File: src/rtl/timing_gen.sv
// Bus frame timing generator: splits each frame into a pi (SPI-side) phase and a
// CPU phase, producing phi0, bus enable, RDY and registered RAM strobes.
module timing_gen #(
  parameter int CYCLE_CLKS = 16
) (
  input  logic                          clk_sys_i,
  input  logic                          reset_ni,
  input  logic [1:0]                    cpu_speed_i,
  input  logic                          cpu_halt_i,
  input  logic                          cpu_rw_ni,
  input  logic                          pi_req_i,
  input  logic                          pi_rw_ni,
  output logic                          pi_ack_o,
  output logic                          clk_cpu_o,
  output logic                          cpu_be_o,
  output logic                          cpu_ready_o,
  output logic                          ram_oe_no,
  output logic                          ram_we_no,
  output logic [$clog2(CYCLE_CLKS)-1:0] cycle_o
);

  localparam int CW = $clog2(CYCLE_CLKS);
  localparam logic [CW-1:0] ONE       = CW'(1);
  localparam logic [CW-1:0] TWO       = CW'(2);
  localparam logic [CW-1:0] LAST      = CW'(CYCLE_CLKS - 1);
  localparam logic [CW-1:0] HALF      = CW'(CYCLE_CLKS / 2);
  localparam logic [CW-1:0] PI_ACK_AT = CW'(CYCLE_CLKS / 2 - 1);
  localparam logic [CW-1:0] PI_END    = CW'(CYCLE_CLKS / 2 - 2);
  localparam logic [CW-1:0] CPU_OE_AT = CW'(CYCLE_CLKS / 2 + 1);
  localparam logic [CW-1:0] CPU_WE_AT = CW'(CYCLE_CLKS / 2 + 2);
  localparam logic [CW-1:0] CPU_END   = CW'(CYCLE_CLKS - 2);

  if ((CYCLE_CLKS % 2) != 0 || CYCLE_CLKS < 8) begin : g_bad_cycle_clks
    $error("timing_gen: CYCLE_CLKS must be even and >= 8");
  end

  logic          first_q, req_q, prw_q, halt_q, crw_q;
  logic [1:0]    spd_q;
  logic [2:0]    div_q;

  logic [CW-1:0] cnt_n;
  logic          sample, req_n, prw_n, halt_n, crw_n, en_n;
  logic [1:0]    spd_n;
  logic [2:0]    div_n;
  logic          clk_n, be_n, oe_n, we_n, ack_n, rdy_n;

  // Outputs are computed for the count being entered, so every output is a
  // flop yet lines up with cycle_o; first_q makes the release edge a boundary.
  always_comb begin
    cnt_n  = (cycle_o == LAST) ? '0 : cycle_o + ONE;
    sample = first_q || (cnt_n == '0);
    req_n  = req_q;
    prw_n  = prw_q;
    spd_n  = spd_q;
    halt_n = halt_q;
    div_n  = div_q;
    if (sample) begin
      req_n  = pi_req_i;
      prw_n  = pi_rw_ni;
      spd_n  = cpu_speed_i;
      halt_n = cpu_halt_i;
      if (first_q || (cpu_speed_i != spd_q)) div_n = '0;
      else                                   div_n = div_q + 3'd1;
    end
    crw_n = (cnt_n == HALF) ? cpu_rw_ni : crw_q;

    case (spd_n)
      2'b00:   en_n = 1'b1;
      2'b01:   en_n = (div_n[0] == 1'b0);
      2'b10:   en_n = (div_n[1:0] == 2'b00);
      default: en_n = (div_n == 3'b000);
    endcase

    clk_n = 1'b0;
    be_n  = 1'b1;
    oe_n  = 1'b1;
    we_n  = 1'b1;
    ack_n = 1'b0;
    rdy_n = !halt_n;
    if (cnt_n < HALF) begin
      if (req_n) begin
        be_n  = 1'b0;
        oe_n  = !(prw_n && cnt_n >= ONE && cnt_n <= PI_END);
        we_n  = !(!prw_n && cnt_n >= TWO && cnt_n <= PI_END);
        ack_n = (cnt_n == PI_ACK_AT);
      end
    end else if (en_n) begin
      clk_n = 1'b1;
      oe_n  = !(crw_n && cnt_n >= CPU_OE_AT && cnt_n <= CPU_END);
      we_n  = !(!crw_n && cnt_n >= CPU_WE_AT && cnt_n <= CPU_END);
    end
  end

  always_ff @(posedge clk_sys_i) begin
    if (!reset_ni) begin
      cycle_o     <= '0;
      first_q     <= 1'b1;
      req_q       <= 1'b0;
      prw_q       <= 1'b1;
      spd_q       <= 2'b00;
      halt_q      <= 1'b0;
      div_q       <= 3'b000;
      crw_q       <= 1'b1;
      clk_cpu_o   <= 1'b0;
      cpu_be_o    <= 1'b0;
      cpu_ready_o <= 1'b0;
      ram_oe_no   <= 1'b1;
      ram_we_no   <= 1'b1;
      pi_ack_o    <= 1'b0;
    end else begin
      cycle_o     <= cnt_n;
      first_q     <= 1'b0;
      req_q       <= req_n;
      prw_q       <= prw_n;
      spd_q       <= spd_n;
      halt_q      <= halt_n;
      div_q       <= div_n;
      crw_q       <= crw_n;
      clk_cpu_o   <= clk_n;
      cpu_be_o    <= be_n;
      cpu_ready_o <= rdy_n;
      ram_oe_no   <= oe_n;
      ram_we_no   <= we_n;
      pi_ack_o    <= ack_n;
    end
  end

endmodule

File: config.mk
export PLATFORM = sky130hd
export DESIGN_NAME = timing_gen
export DESIGN_NICKNAME = d
export VERILOG_FILES = /design/src/rtl/timing_gen.sv
export SDC_FILE = /design/constraint.sdc
export NUM_CORES = 1
export LEC_CHECK = 0
export BUFFER_PORTS_ARGS = -buffer_cell sky130_fd_sc_hd__clkbuf_2
export CORE_MARGIN = 8
export CORE_UTILIZATION = 40
export CTS_BUF_LIST = sky130_fd_sc_hd__clkbuf_4 sky130_fd_sc_hd__clkbuf_8 sky130_fd_sc_hd__clkbuf_16
export CTS_CLUSTER_SIZE = 8
export DETAILED_ROUTE_END_ITERATION = 12
export HOLD_SLACK_MARGIN = 0.15
export PLACE_DENSITY = 0.72
export SLEW_MARGIN = 40
export SYNTH_ARGS = -nofsm -noshare
export SYNTH_HDL_FRONTEND = slang
export SYNTH_SLANG_ARGS = --single-unit
File: constraint.sdc
create_clock -name clk_sys_i -period 2 [get_ports clk_sys_i]
set_input_delay 0.1 -clock clk_sys_i [delete_from_list [all_inputs] [get_ports clk_sys_i]]
set_output_delay 0.1 -clock clk_sys_i [all_outputs]
set_load 0.05 [all_outputs]
Word-level counts from Yosys, hierarchy flattened:

Cells that the tools add are included.

* memory bits (read-only): 0
* input bits: 8
* bits in writable memories: 0
* memories: 0
* bits in latches: 0
* register bits: 20

* multiplexer cells: 19
* $lt $le $gt $ge: 7
* $add $sub $neg: 2
* reduce and logical (&&, ||, !) cells: 23
* eq/ne operators: 6
* multiply operators: 0
* bitwise operators: 2
* div/mod/pow operators: 0
* shift-type cells: 0

Operators by type and width (count)
* $mux 1: 14
* $eq 4x4->1 const B: 2
* $ge 4x4->1 const B: 2
* $logic_and 1x1->1: 8
* $logic_not 1->1: 7
* $mux 3: 2
* $add 4x1->4 const B: 1
* $eq 4x3->1 const B: 1
* $ge 4x1->1 const B: 1
* $ge 4x2->1 const B: 1
* $le 4x3->1 const B: 1
* $le 4x4->1 const B: 1
* $logic_not 2->1: 2
* $logic_not 4->1: 1
* $lt 4x4->1 const B: 1
* $mux 4: 1
* $add 3x1->3 const B: 1
* $logic_not 3->1: 1
* $pmux 1 s3: 1
* $reduce_and 3->1: 1
* $eq 2x1->1 const B: 1
* $eq 2x2->1 const B: 1
* $logic_or 1x1->1: 2
* $mux 2: 1
* 3 further kinds: 4

Longest topological paths before layout:

Gate-level depths: netlist (run 1).

* depth in word-level cells: 11
* gate-level depth with buffers: 7

Worst setup path after synthesis (run 1):

OpenSTA, ideal clock, no wires.

* path kind: flip-flop to flip-flop
* from: register cycle_o[1]
* to: register ram_oe_no
* clock period less this slack: 2206 ps
* data arrival time: 2082 ps
* cell stages (with the launch flop): 8
* library setup time: 125 ps
* required time: 1875 ps
* setup slack: -206 ps
* path buffers: 0
* cell sequence: dfxtp_1 ha_1 and2_4 a21oi_4 a32oi_1 a21oi_1 nor4b_1 a21oi_1

* longest elaborated chain between the ends: 10
* elaborated cells on any way between the ends: 32
* classes of those cells: 1 x add/sub; 5 x order compare; 4 x eq/ne; 10 x mux; 1 x bitwise; 11 x reduce/logical

RTL lines
* start, declared: RTL line 19 `output logic [$clog2(CYCLE_CLKS)-1:0] cycle_o`
* start signal, assigned: RTL line 111 `cycle_o <= cnt_n;`
* $add 4x1->4 / $eq 4x4->1 (equally long branches): RTL line 50 `cnt_n = (cycle_o == LAST) ? '0 : cycle_o + ONE;`
* $mux 4 (*): RTL line 50
* parallel branches: the longest is 7 deep, another holds $logic_not 4->1
* $mux 1 (*): RTL line 80 `if (cnt_n < HALF) begin`
* end signal, assigned: RTL line 122 `ram_oe_no <= oe_n;`
* end, declared: RTL line 17 `output logic ram_oe_no,`

Mark *: on every way between the ends.
A chain may end at the register's enable or synchronous reset.

Worst setup path in the final report (run 1):

* from: register cycle_o[0]
* to: register ram_oe_no

* longest elaborated chain between the ends: 10
* elaborated cells on any way between the ends: 32
* classes of those cells: 1 x add/sub; 5 x order compare; 4 x eq/ne; 10 x mux; 1 x bitwise; 11 x reduce/logical

RTL lines
* $add 4x1->4 / $eq 4x4->1 (equally long branches): RTL line 50
* $mux 4 (*): RTL line 50
* via cnt_n[1]: RTL line 41 `logic [CW-1:0] cnt_n;`
* parallel branches: the longest is 7 deep, another holds $logic_not 4->1
* $mux 1 (*): RTL line 80

Mark *: on every way through the listed nets, which the timed path passes.

==> results of run 1 <==
worst paths after layout:
path                                 start   endpoint  slack [ns]  cells past startpoint
worst max-delay path            cycle_o[0]  ram_oe_no        0.06                      8
worst min-delay path                halt_q     halt_q        0.52                      2
worst max register to register  cycle_o[0]  ram_oe_no        0.06                      8
worst min register to register      halt_q     halt_q        0.52                      2
logic make-up after synthesis:
group | after synthesis | share of synthesized area
AND/OR/NAND/NOR | 39 | 0.2545
flip-flops | 20 | 0.4475
AO/OA/AOI/OAI | 16 | 0.1245
multiplexers | 6 | 0.06714
buffers and inverters | 5 | 0.02097
adder cells (fa/ha/maj) | 4 | 0.05595
XOR/XNOR | 3 | 0.02938
synthesized netlist by cell type:
cell / n / share of area
a211oi_2: 1 / 0.014
nor4b_1: 2 / 0.020
o21ai_0: 1 / 0.0056
a211oi_1: 1 / 0.0084
nand3_1: 1 / 0.0056
mux2i_1: 6 / 0.067
a21oi_4: 1 / 0.018
nand2_1: 3 / 0.013
and3_1: 1 / 0.0070
nand2b_1: 3 / 0.021
ha_1: 4 / 0.056
and2b_2: 1 / 0.0098
o221ai_1: 1 / 0.0098
and2_2: 2 / 0.017
nor2_1: 14 / 0.059
inv_1: 4 / 0.017
nand4b_1: 1 / 0.0098
xor2_1: 3 / 0.029
dfxtp_1: 20 / 0.45
nor4_1: 2 / 0.014
a21oi_1: 8 / 0.045
nor3b_1: 1 / 0.0084
nand3b_4: 1 / 0.022
nor3_1: 2 / 0.011
a31oi_1: 2 / 0.014
a32oi_1: 1 / 0.0098
clkbuf_1: 1 / 0.0042
and2_1: 4 / 0.028
and2_4: 1 / 0.0098
metal layers:
metal,wire (um),global-route usage,vias up
li1,-,-,390
met1,921,0.1212,353
met2,1069,0.1767,12
met3,69,0.02120,5
met4,48,0.05014,0
met5,0,0,-
state kept, by name (all words and copies together) (netlist names):
register and cells:
cpu_ready_o 1, ram_we_no 1, req_q 1, spd_q 2, first_q 1, pi_ack_o 1
prw_q 1, clk_cpu_o 1, ram_oe_no 1, div_q 3, crw_q 1, cpu_be_o 1
cycle_o 4, halt_q 1
power breakdown:
part | internal [uW] | switching, uW
Sequential | 419 | 11.3
Combinational | 72.8 | 122
Clock | 203 | 134
Total | 695 | 267
per-stage QoR:
stage | worst slack (ns) | TNS [ns] | hold slack, ns | cells
6_report | 0.06339 | 0 | 0.5192 | 154
5_1_grt | -0.004233 | -0.004233 | 0.5688 | 154
4_1_cts | 0.06566 | 0 | 0.5375 | 153
3_5_place_dp | 0.03564 | 0 | 0.3295 | 140
3_3_place_gp | 0.1048 | 0 | 0.3276 | 140
2_1_floorplan | 0.04650 | 0 | 0.1619 | 93
critical path, stage by stage (launching register included):
cell     delay [ns]
dfxtp_2        0.34
buf_4          0.14
inv_1          0.06
ha_1           0.32
and2b_2        0.24
a21oi_1        0.19
a21oi_2        0.08
nor4b_2        0.34
a21oi_1        0.11
what timing repair did:
action / 4_1_cts / 5_1_grt
setup buffers: 2 / 1
endpoints found under the setup margin: 1 / 2
hold buffers: 7 / 0
hold endpoints to repair: 10 / 0
gates resized for setup: 1 / 6
pin swaps: 1 / 2
final cells by class:
class                           count  area share
Clock buffer                        3     0.01842
Inverter                            4     0.01228
Clock inverter                      1     0.02457
Timing Repair Buffer               30      0.1638
Tap cell                           28     0.02866
Sequential cell                    20      0.3296
Multi-Input combinational cell     68      0.4227
==> results.cfg, run 1 <==
[clock_tree]
clkTransAtPathRegs_ns = 0.12
cts_htree_levels = 1
numClockSinks = 20
cts_tree = yes
insertion_delay_ns = 0.32
cts_made_buffers = 3
clock_path_buffers = 2
cts_root_buf = clkbuf_4

[pwr]
leakage_uw = 0.0005456
irDropWorstVdd_v = 0.0005560
finalPower_uw = 962.5
powerDensity_nw_per_um2 = 787.4

[synth]
syn_inst = 93
ys_seq_area_frac = 0.4476
syn-num-nets = 105
ys_warn_count = 0
ys_ff_latch = 20
syn_area_sq_um = 894.6
avgSynthCellArea_sq_um = 9.619
yosysUniqueCellTypes = 29

[final_layout]
design_area_sq_um = 1222
final_common_cell = dfxtp_1
utilization = 0.5634
multiInputGateArea_sq_um = 516.7
drive_gt1_frac = 0.3492
fillers = 194
final_cell_mix = 18 x dfxtp_1, 17 x clkbuf_2, 14 x nor2_1, 7 x dlygate4sd3_1, 6 x buf_4
area_growth_pct = 36.64
seqCellArea_sq_um = 402.9
final_nets = 139
antenna_cells = 0

[timing]
setup_viol = 0
fin_crit_sh = 0.9683
worstMarginPinSlew_ns = 0.3747
hold_viol_final = 0
layout_min_cycle_time_ns = 1.937
drv_slew = 0
skew_ns = 0.01428
rsz0062_at_grt = true
fmax_mhz = 516.4
slew-limit-headroom = 0.7431

[die]
fp.dieW_um = 63.29
fp-row-count = 17
coreArea_sq_um = 2170
dieHeight_um = 63.29
start_util = 0.4123
io_pins = 18
die-area_sq_um = 4006

[detailed_routing]
drt_iter0_markers = 10
drtAntennaViolNets = 0
firstDrtPassIters = 4
routed_wl_mm = 2.109
avgRoutedWirePerCell_um = 13.69
drc = 0
vias = 760
via_per_inst = 4.935

[global_routing]
grt_max_degree = 13
grt.total_usage = 0.1040
grt_pass1_wl_mm = 3.408
antenna_found_initial = 0
grt_pass1_vias = 766
grt.overflow.total = 0

[placement]
io_buffers = 17
dpl_cell_area_sq_um = 1042
dp_hpwl_mm = 1.480
gp_congestion = 0.7964

[setup_path]
required_ns = 2.20
worstPathArrival_ns = 2.14
path_max_fanout = 6
critPathLaunchType = register
crit_type = register to register
endpoint_kind = register

[run_status]
status = finished, final reports clean

[run]
drv_cap = 0

[min_path]
hold_class = register to register
No activity file was read; power rests on OpenSTA's default activity.
==> inputs of run 2 (changes only) <==
Settings changed: CORE_UTILIZATION 40 to 30, PLACE_DENSITY 0.72 to 0.59.
==> results.cfg, run 2 (synthesis results as in run 1) <==
[die]
coreArea_sq_um = 2953
die-area_sq_um = 4985
start_util = 0.3030
io_pins = 18
dieHeight_um = 70.61
fp-row-count = 20
fp.dieW_um = 70.61

[clock_tree]
insertion_delay_ns = 0.29
clock_path_buffers = 2
cts_tree = yes
cts_made_buffers = 3
clkTransAtPathRegs_ns = 0.10
cts_htree_levels = 1
cts_root_buf = clkbuf_4
numClockSinks = 20

[setup_path]
endpoint_kind = register
worstPathArrival_ns = 2.13
required_ns = 2.18
crit_path_max_incr_delay_ns = 0.36
critPathLaunchType = register
worst-path-buf-inv = 0
crit_type = register to register
cpMaxStageDelayCell = dfxtp_2
path_max_fanout = 6
critPathTopFamily = simple AND/OR/NAND/NOR gates
crit_chain = ha_2 -> and2_4 -> a21oi_4 -> mux2i_4 -> a21oi_2 -> nor4b_1 -> a21oi_1

[timing]
hold_viol_final = 0
skew_ns = 0.002246
fin_setup_tns_ns = 0
rsz0062_at_grt = true
slew-limit-headroom = 0.7674
fmax_mhz = 511.7
worstMarginPinSlew_ns = 0.3462
drv_slew = 0
fin_crit_sh = 0.9771
layout_min_cycle_time_ns = 1.954
setup_viol = 0

[detailed_routing]
vias = 755
routed_wl_mm = 2.053
avgRoutedWirePerCell_um = 13.16
drt_iter0_markers = 5
drc = 0
drtAntennaViolNets = 0
via_per_inst = 4.840
firstDrtPassIters = 4

[placement]
io_buffers = 17
dp_cells = 146
gp_congestion = 0.8373
dp_hpwl_mm = 1.585

[final_layout]
final_common_cell = dfxtp_1
instances_no_fill = 156
largest_reg_flops = 4
drive_gt1_frac = 0.3252
reg.largest.list = cycle_o (4), div_q (3), spd_q (2)
area_growth_pct = 31.19
final_nets = 137
antenna_cells = 0
final_cell_mix = 18 x dfxtp_1, 17 x clkbuf_2, 14 x nor2_1, 7 x a21oi_1, 6 x dlygate4sd3_1
regMostFlops = cycle_o

[run_status]
status = finished, final reports clean

[global_routing]
grt.overflow.total = 0
grt_max_degree = 12
antenna_found_initial = 0
grt_pass1_wl_mm = 3.484
grt_pass1_vias = 810
grt.total_usage = 0.08509

[run]
drv_cap = 0

[min_path]
hold_class = input pin to register

[pwr]
irDropWorstVdd_v = 0.0003622
finalPower_uw = 798.0
powerDensity_nw_per_um2 = 679.9
leakage_uw = 0.0005196
run 2: final timing paths:
kind | slack [ns] | cells past startpoint | endpoint | from
max reg2reg | 0.05 | 7 | ram_oe_no | cycle_o[0]
min reg2reg | 0.48 | 1 | cycle_o[0] | cycle_o[0]
min | 0.21 | 4 | req_q | pi_req_i
max | 0.05 | 7 | ram_oe_no | cycle_o[0]
run 2: tightest hold or removal path: stages:
cell,delay [ns]
clkbuf_2,0.08
mux2i_1,0.08
buf_4,0.15
nor2_1,0.07
run 2: timing repair:
item                                    in CTS  in global routing
hold endpoints to repair                     8                  0
setup buffers                                0                  1
resized for setup                            0                  5
hold buffers                                 6                  0
endpoints found under the setup margin       0                  4
run 2: where the power goes:
group	total [uW]	internal, uW	switching, uW
Combinational	180	66.1	114
Clock	185	70.2	114
Sequential	434	419	14.2
run 2: area by class of cell:
class | count | area, sq um
Sequential cell | 20 | 402.9
Tap cell | 33 | 41.29
Timing Repair Buffer | 28 | 182.7
Inverter | 4 | 15.01
Fill cell | 309 | 1779
Clock buffer | 3 | 22.52
Multi-Input combinational cell | 68 | 509.2
run 2: per-layer routing:
metal,GRT usage,part of all wire,vias up
met5,0,0,-
met4,0.04388,0.019,0
met3,0.02260,0.040,5
met2,0.1505,0.50,13
met1,0.09031,0.44,352
li1,-,-,385
run 2: through the flow:
stage | cell area, sq um | hold WS, ns | worst slack, ns | util
floorplan | 903.4 | 0.1619 | 0.04650 | -
global placement | 1056 | 0.3429 | 0.1146 | 0.3576
detailed placement | 1056 | 0.3650 | 0.07097 | 0.3576
CTS | 1139 | 0.1934 | 0.05214 | 0.3856
global route | 1174 | 0.2474 | -0.01427 | 0.3975
finish | 1174 | 0.2134 | 0.04585 | 0.3975
